<file path="config.mk">
export PLATFORM = sky130hd
export DESIGN_NAME = if_fetch_stage
export DESIGN_NICKNAME = d
export VERILOG_FILES = /design/src/rtl/pipeline_pkg.sv /design/src/rtl/ifid_reg.sv /design/src/rtl/if_fetch_stage.sv
export SDC_FILE = /design/constraint.sdc
export NUM_CORES = 1
export LEC_CHECK = 0
export CORE_MARGIN = 4
export CORE_UTILIZATION = 30
export CTS_BUF_LIST = sky130_fd_sc_hd__clkbuf_8
export DETAILED_ROUTE_END_ITERATION = 6
export GPL_TIMING_DRIVEN = 0
export PLACE_DENSITY_LB_ADDON = 0.15
export RECOVER_POWER = 25
export SYNTH_ARGS = -nofsm -noshare
export SYNTH_HDL_FRONTEND = slang
export SYNTH_SLANG_ARGS = --single-unit
</file>
<file path="constraint.sdc">
create_clock -name clk -period 3.9 [get_ports clk]
set_input_delay 0.975 -clock clk [delete_from_list [all_inputs] [get_ports clk]]
set_output_delay 0.975 -clock clk [all_outputs]
set_load 0.03 [all_outputs]
</file>
<file path="src/rtl/pipeline_pkg.sv">
`default_nettype none
// ============================================================================
//  Module   : pipeline_pkg
//  Purpose  : Shared widths, constants and fetch FSM type for the 5-stage
//             pipeline front end.
//  Revision : 1.0 - initial release
// ============================================================================
package pipeline_pkg;

  localparam int PC_W  = 32;
  localparam int INS_W = 32;

  // All-zero encoding is the pipeline NOP and the bubble instruction.
  localparam logic [INS_W-1:0] NOP_INS = 32'h0;

  localparam logic [INS_W-1:0] DEFAULT_HALT_WORD = 32'hFFFF_FFFF;
  localparam int               DEFAULT_MEM_WORDS = 10240;

  typedef enum logic [1:0] {
    BOOT = 2'd0,
    RUN  = 2'd1,
    HALT = 2'd2
  } fetch_state_t;

  // Sequential word address with wrap at the last memory word.
  function automatic logic [PC_W-1:0] pc_next_seq(
    input logic [PC_W-1:0] pc,
    input logic [PC_W-1:0] last_pc
  );
    return (pc == last_pc) ? '0 : pc + PC_W'(1);
  endfunction

endpackage
`default_nettype wire

</file>
<file path="src/rtl/ifid_reg.sv">
`default_nettype none
// ============================================================================
//  Module   : ifid_reg
//  Purpose  : IF/ID pipeline register. bubble clears it to a NOP, load
//             captures a fetched instruction, otherwise it holds.
//  Revision : 1.0 - initial release
// ============================================================================
module ifid_reg
  import pipeline_pkg::*;
(
  input  logic             clk,
  input  logic             rst,
  input  logic             load,
  input  logic             bubble,
  input  logic [INS_W-1:0] ins,
  input  logic [PC_W-1:0]  pc_plus1,
  output logic [INS_W-1:0] ifid_ins,
  output logic [PC_W-1:0]  ifid_pc_plus1,
  output logic             ifid_valid
);

  // Bubble wins over load so the owner never has to mask both.
  always_ff @(posedge clk or posedge rst) begin
    if (rst) begin
      ifid_ins      <= NOP_INS;
      ifid_pc_plus1 <= '0;
      ifid_valid    <= 1'b0;
    end else if (bubble) begin
      ifid_ins      <= NOP_INS;
      ifid_pc_plus1 <= '0;
      ifid_valid    <= 1'b0;
    end else if (load) begin
      ifid_ins      <= ins;
      ifid_pc_plus1 <= pc_plus1;
      ifid_valid    <= 1'b1;
    end
  end

endmodule
`default_nettype wire

</file>
<file path="src/rtl/if_fetch_stage.sv">
`default_nettype none
// ============================================================================
//  Module   : if_fetch_stage
//  Purpose  : Instruction-fetch stage. Owns the PC, drives the word-indexed
//             instruction memory address, and fills the IF/ID register with
//             stall / flush / redirect handling and a halt sentinel.
//  Options  : IF_FETCH_PERF_EN adds fetch and bubble event counters.
//  Revision : 1.0 - initial release
// ============================================================================
module if_fetch_stage
  import pipeline_pkg::*;
#(
  parameter logic [PC_W-1:0]  RESET_PC  = 32'd0,
  parameter int               MEM_WORDS = DEFAULT_MEM_WORDS,
  parameter logic [INS_W-1:0] HALT_WORD = DEFAULT_HALT_WORD
) (
  input  logic             clk,
  input  logic             rst,
  input  logic             stall,
  input  logic             flush,
  input  logic             redirect_valid,
  input  logic [PC_W-1:0]  redirect_pc,
  output logic [PC_W-1:0]  pc_out,
  input  logic [INS_W-1:0] ins_in,
  output logic [INS_W-1:0] ifid_ins,
  output logic [PC_W-1:0]  ifid_pc_plus1,
  output logic             ifid_valid,
  output logic             halted
`ifdef IF_FETCH_PERF_EN
  ,
  output logic [31:0]      perf_fetch_cnt,
  output logic [31:0]      perf_bubble_cnt
`endif
);

  localparam logic [1:0] ST_BOOT = 2'(BOOT);
  localparam logic [1:0] ST_RUN  = 2'(RUN);
  localparam logic [1:0] ST_HALT = 2'(HALT);

  localparam logic [PC_W-1:0] LAST_PC = PC_W'(MEM_WORDS - 1);

  logic [1:0]      state;
  logic [1:0]      state_d;
  logic [PC_W-1:0] pc;
  logic [PC_W-1:0] pc_d;
  logic [PC_W-1:0] next_seq;
  logic            load;
  logic            bubble;

  assign next_seq = pc_next_seq(pc, LAST_PC);
  assign pc_out   = pc;
  assign halted   = (state == ST_HALT);

  // Next-state, next-PC and IF/ID control, in the RUN priority order.
  always_comb begin
    state_d = state;
    pc_d    = pc;
    load    = 1'b0;
    bubble  = 1'b0;
    case (state)
      ST_BOOT: begin
        // One settling cycle after reset; all requests are ignored.
        bubble  = 1'b1;
        state_d = ST_RUN;
      end
      ST_RUN: begin
        if (redirect_valid) begin
          bubble = 1'b1;
          pc_d   = redirect_pc;
        end else if (flush) begin
          bubble = 1'b1;
          if (!stall) begin
            pc_d = next_seq;
          end
        end else if (stall) begin
          // Hold PC and IF/ID.
        end else if (ins_in == HALT_WORD) begin
          bubble  = 1'b1;
          state_d = ST_HALT;
        end else begin
          load = 1'b1;
          pc_d = next_seq;
        end
      end
      ST_HALT: begin
        // Only a redirect leaves HALT; the redirect edge itself is a bubble.
        bubble = 1'b1;
        if (redirect_valid) begin
          pc_d    = redirect_pc;
          state_d = ST_RUN;
        end
      end
      default: begin
        bubble  = 1'b1;
        state_d = ST_BOOT;
      end
    endcase
  end

  // PC and FSM registers.
  always_ff @(posedge clk or posedge rst) begin
    if (rst) begin
      pc    <= RESET_PC;
      state <= ST_BOOT;
    end else begin
      pc    <= pc_d;
      state <= state_d;
    end
  end

  ifid_reg u_ifid_reg (
    .clk           (clk),
    .rst           (rst),
    .load          (load),
    .bubble        (bubble),
    .ins           (ins_in),
    .pc_plus1      (next_seq),
    .ifid_ins      (ifid_ins),
    .ifid_pc_plus1 (ifid_pc_plus1),
    .ifid_valid    (ifid_valid)
  );

`ifdef IF_FETCH_PERF_EN
  logic fetch_evt;
  logic bubble_evt;

  // Bubbles are counted only when RUN actively loads an invalid entry.
  assign fetch_evt  = (state == ST_RUN) && load;
  assign bubble_evt = (state == ST_RUN) && bubble;

  // Free-running event counters, wrapping at 2^32.
  always_ff @(posedge clk or posedge rst) begin
    if (rst) begin
      perf_fetch_cnt  <= '0;
      perf_bubble_cnt <= '0;
    end else begin
      if (fetch_evt) begin
        perf_fetch_cnt <= perf_fetch_cnt + 32'd1;
      end
      if (bubble_evt) begin
        perf_bubble_cnt <= perf_bubble_cnt + 32'd1;
      end
    end
  end
`endif

endmodule
`default_nettype wire

</file>
; ---- After elaboration in Yosys (flattened, before gate mapping)
; Cells that the tools add are included.
[word_totals]
register_bits = 99
input_bits = 69
out_inout_bits = 98
wordCells = 52
[classes]
addsub = 1
n_eq_ne = 11
n_mux = 30
n_reduce_logical = 5
[ops]
columns = op, count
row1 = 32-bit two-way mux, 11
row2 = 32-bit case mux with 2 select lines, 1
row3 = "32-bit by 1-bit adder with 32-bit output, second input constant", 1
row4 = "32-bit by 14-bit == test with 1-bit output, second input constant", 1
row5 = "32-bit == test, second input constant", 1
row6 = 1-bit two-way mux, 12
row7 = 2-bit two-way mux, 5
row8 = "2-bit != test, second input constant", 5
row9 = 2-bit case mux with 3 select lines, 1
row10 = 5-bit AND reduction, 1
row11 = "4-bit != test, second input constant", 1
row12 = 4-bit AND reduction, 1
row13 = 2-bit nonzero test, 2
row14 = "3-bit != test, second input constant", 1
row15 = "2-bit by 1-bit == test with 1-bit output, second input constant", 1
row16 = "2-bit == test, second input constant", 1
row17 = 2-bit logical NOT, 1

; ---- Depth between registers and ports, before layout
[depth]
depth_word = 8
mapped_depth = 9
depth_no_buf = 7

; ---- By module
; From an unflattened synthesis, not the netlist that was laid out.
[unflattened]
cells_unflattened = 558
hier_area_um2 = 5449.0
[by_module_without_submodules]
columns = mod, instances, cells_per_inst, area_per_inst_um2, seq_area_each_um2
row1 = if_fetch_stage, 1, 348, 2808.9, 850.8
row2 = ifid_reg, 1, 210, 2640.0, 1626.6

; ---- Worst setup path before layout
; Ideal clock, no wire load.
[synth_path]
kind = input to register
startpoint = input ins_in[30]
endpoint = register pc[24] (netlist: pc_out[24])
setup_time_ns = 0.137
arrival_ns = 2.190
t_required_ns = 3.763
setup_slack_ns = 1.572
stages = 7
n_path_buf = 2
cell_sequence = nand4_1 > nor4_2 > a31o_1 > buf_2 > buf_2 > a21oi_1 > a2bb2oi_1
[synth_between]
elab_chain_len = 3
[synth_rtl]
columns = element, line
row1 = "start, declared", if_fetch_stage.sv:24  ; input logic [INS_W-1:0] ins_in,
row2 = 32-bit == test, if_fetch_stage.sv:77  ; end else if (ins_in == HALT_WORD) begin
row3 = 4-bit != test (no line), -
row4 = 4-bit AND reduction (no line), -
row5 = "end signal, assigned", if_fetch_stage.sv:106  ; pc <= pc_d;
row6 = "end, declared", if_fetch_stage.sv:44  ; logic [PC_W-1:0] pc;
; Every way passes these cells.
; A chain may end at the register's enable or synchronous reset.

; ---- Final worst setup path
[layout_path]
startpoint = input ins_in[15]
endpoint = register u_ifid_reg.ifid_pc_plus1[10]
[layout_between]
elab_chain_len = 7
elab_cells_between_ends = 13
classes_between = eq/ne: 1 / mux: 11 / reduce/logical: 1
[layout_rtl]
columns = element, line
row1 = 32-bit == test *, if_fetch_stage.sv:77
row2 = 1-bit two-way mux, if_fetch_stage.sv:77
row3 = 1-bit two-way mux, if_fetch_stage.sv:75  ; end else if (stall) begin
row4 = 1-bit two-way mux, if_fetch_stage.sv:70  ; end else if (flush) begin
row5 = 1-bit two-way mux, if_fetch_stage.sv:67  ; if (redirect_valid) begin
row6 = 1-bit two-way mux, if_fetch_stage.sv:60  ; case (state)
row7 = 32-bit two-way mux / 2-bit nonzero test (equally long branches), -
row8 = "end signal, assigned", ifid_reg.sv:34  ; ifid_pc_plus1 <= pc_plus1;
row9 = "end, declared", ifid_reg.sv:18  ; output logic [PC_W-1:0] ifid_pc_plus1,
; Mark *: on every way between the ends. The rest lies on a longest branch, timed or not.

==> out/qor.yml <==
run_status:
  status: "finished, violations left"
  violations: "capacitance limit, slew limit"
min_path:
  min-delay-start: "u_ifid_reg.ifid_pc_plus1[18]"
  hold_depth: 2
  min_to: "u_ifid_reg.ifid_pc_plus1[18]"
  hp-class: "reg -> reg"
yosys:
  yosysSeqAreaShare_pct: 49.38
  ys_ff_latch: 99
  synth_ff_type: "dfrtp_1"
  synth_area_leaders: "dfrtp_1, a22o_1, nand2_1"
  yosysTopAreaCell: "dfrtp_1"
  synth_cell_types: 57
  syn_area_um2: 5017
  syn_inst: 503
  syn_nets: 576
  synth-edff-count: 0
  synth-async-reset-ratio_pct: 100.0
  synth_top_area_share_pct: 49.38
  yosysWarnings: 0
  syn_avg_cell_area_um2: 9.975
die:
  core_area_um2: 16470
  start_util_pct: 30.47
  die_x_um: 137.3
  io_pins: 167
  die_area_um2: 18860
  placementRows: 47
  die_y_um: 137.3
sta:
  fmax_ghz: 0.3149
  finalSetupViolCount: 0
  rsz0062_at_grt: "false"
  drv_slew: 36
  period_needed_ps: 3175
  period_share_pct: 81.42
  final_hold_viol_count: 0
  slew_headroom_pct: -3.158
  skew_ps: 19.02
  worstMarginPinSlew_ps: 1539
  whs_ps: 486.1
clock_network:
  clock_sinks: 99
  post_cts_buffers: 0
  clk_latency_ps: 380
  cts_buffers: 9
  clkTransAtPathRegs_ps: 90
  cts-hold-fix-buffers: 0
  clk_path_buf_depth: 2
  cts_htree_levels: 3
  cts_tree: "done"
  cts_resized: 0
  clockRootBuffer: "clkbuf_8"
critical_path:
  cp_cell_sequence: "clkdlybuf4s50_1 > nand4_1 > nor4_2 > a211oi_2 > inv_2 > buf_1 > o21ai_1"
  critPathRequiredTime_ps: 4130
  crit_type: "in -> reg"
  cp_max_fo: 10
  r2r_start: "pc_out[0]"
  cp_data_arrival_time_ps: 3410
  ff2ff_path_depth: 7
  r2r-end: "u_ifid_reg.ifid_pc_plus1[17]"
  r2r_slack_ps: 1310
  cp-start-kind: "primary input"
  crit_slowest_cell: "nor4_2"
  end_kind: "flop"
  max_stage_delay_ps: 570
routing:
  drt_iter0_markers: 308
  ant_nets: 0
  wl_um: 17340
  route.detailed.drc: 0
  num_vias: 4742
  post_drt_via_cell_ratio: 5.234
  first_pass_iters: 5
  wl_per_cell_um: 19.14
power:
  p_switching_mw: 0.8610
  sequentialPowerShare_pct: 48.3
  leakage_nw: 2.832
  comb_power_share_pct: 27.7
  p_sw_share_pct: 34.72
  peakVddDrop_v: 0.0001563
  clkPwrFrac_pct: 23.9
  internal-power_mw: 1.619
  powerDensity_nw_per_um2: 348.1
cells_and_area:
  multiInputGateArea_um2: 2337
  diodes: 0
  area_delta_synth_final_pct: 41.99
  fin_nets: 754
  ff_latch_area_um2: 2477
  fillerInstances: 1635
  drive_gt1_share_pct: 6.997
  design_area_um2: 7124
placed_design:
  place_congestion: 0.8562
  dp.final_hpwl_um: 13220
  port-buffer-count: 166
  place_area_um2: 6984
grt:
  antenna_found_initial: 0
  grt_pass1_wl_um: 26850
  grt_max_degree: 66
  track_usage_pct: 18.47
  gr-total-overflow: 0
  grt_pass1_vias: 4835
run:
  maxCapViolations: 1
cells in the final DEF (no fill, tap or decap), types with 3 or more instances in the layout:
cell type        Yosys  final
a2bb2oi_1           14     14
buf_2                6      6
nor4_1               5      5
clkinv_2             0      3
ha_1                 4      4
o22ai_1              9      9
a22oi_1              3      3
inv_1                8      9
xnor2_1              8      8
clkbuf_1            24     24
nor3_1               7      7
o2bb2ai_1            5      5
a22o_1              35     35
a21oi_1             24     24
and2_1               4      4
nor2_1               8      8
buf_4                4      4
nand2_1             71     71
dfrtp_1             99     99
o31a_1               3      3
nor4_2               4      4
and3_1               5      5
clkdlybuf4s50_1      0    165
o21ai_1             31     31
xor2_1              22     22
nand4_1             15     15
o21ai_0             19     19
a31o_1               5      5
clkbuf_8             0      9
nand3_1             21     21
worst max-delay path, delay by kind of cell:
| kind | cells | cell delay [ps] |
|---|---|---|
| buffers and inverters | 3 | 1280 |
| AND/OR/NAND/NOR | 2 | 700 |
| AO/OA/AOI/OAI | 2 | 450 |
cells in the mapped netlist (6+ instances only):
library cell and number:
clkbuf_1 24, nand4_1 15, nand3_1 21, dfrtp_1 99, a2bb2oi_1 14, xor2_1 22
o21ai_0 19, o21ai_1 31, inv_1 8, xnor2_1 8, nor2_1 8, a21oi_1 24
nand2_1 71, nor3_1 7, buf_2 6, o22ai_1 9, a22o_1 35
stage by stage:
step | TNS, ps | std cells | util, % | setup slack [ps] | total power, mW
after floorplan | 0 | 503 | - | 334.6 | 1.578
after global placement | -135920 | 889 | 42.23 | -1384 | 1.900
after detailed placement | 0 | 890 | 42.42 | 311.7 | 1.913
after CTS | 0 | 906 | 43.40 | 710.2 | 2.518
after global routing | 0 | 906 | 43.27 | 459.4 | 2.614
final | 0 | 906 | 43.27 | 724.8 | 2.480
worst max-delay path by stage:
stage	startpoint	endpoint	slack (ps)	cells past startpoint
after global routing	rst	u_ifid_reg.ifid_pc_plus1[17]	460	3
after global placement	rst	u_ifid_reg.ifid_pc_plus1[4]	-1380	2
after detailed placement	ins_in[15]	u_ifid_reg.ifid_pc_plus1[6]	310	7
after floorplan	rst	pc_out[0]	330	1
after CTS	ins_in[15]	u_ifid_reg.ifid_pc_plus1[15]	710	7
final	ins_in[15]	u_ifid_reg.ifid_pc_plus1[10]	720	7
cell type report:
class / instances / share of cell area, %
Tap cell: 220 / 3.864
Clock buffer: 9 / 1.739
Buffer: 37 / 2.371
Clock inverter: 7 / 0.5269
Timing Repair Buffer: 167 / 23.43
Inverter: 9 / 0.4917
Sequential cell: 99 / 34.77
Multi-Input combinational cell: 358 / 32.81
layer usage:
layer  global-route usage [%]  part of all wire [%]  vias up
li1                         -                     -     2223
met1                    25.22                    45     2297
met2                    29.48                    46      199
met3                    3.214                   6.9       23
met4                    6.652                   2.0        0
met5                        0                     0        -
power groups by stage:
stage	clock, mW	combinational (mW)	sequential (mW)
floorplan	0	0.241	1.34
global placement	0	0.685	1.22
detailed placement	0	0.694	1.22
CTS	0.622	0.698	1.20
global route	0.665	0.737	1.21
finish	0.594	0.687	1.20
sequential cells by signal (all words and copies together), names as in the netlist:
| name | flops |
|---|---|
| u_ifid_reg.ifid_pc_plus1 | 32 |
| state | 2 |
| pc_out | 32 |
| u_ifid_reg.ifid_valid | 1 |
| u_ifid_reg.ifid_ins | 32 |
logic make-up (layout without fill, tap and decap cells):
kind of cell	Yosys count	in the layout	share of synthesized area, %
fa+ha+maj	4	4	0.9975
flops	99	99	49.38
buf+inv	46	229	4.040
compound gates	163	163	22.42
simple gates	161	161	17.93
xor+xnor	30	30	5.237
(Power assumes the default switching activity.)
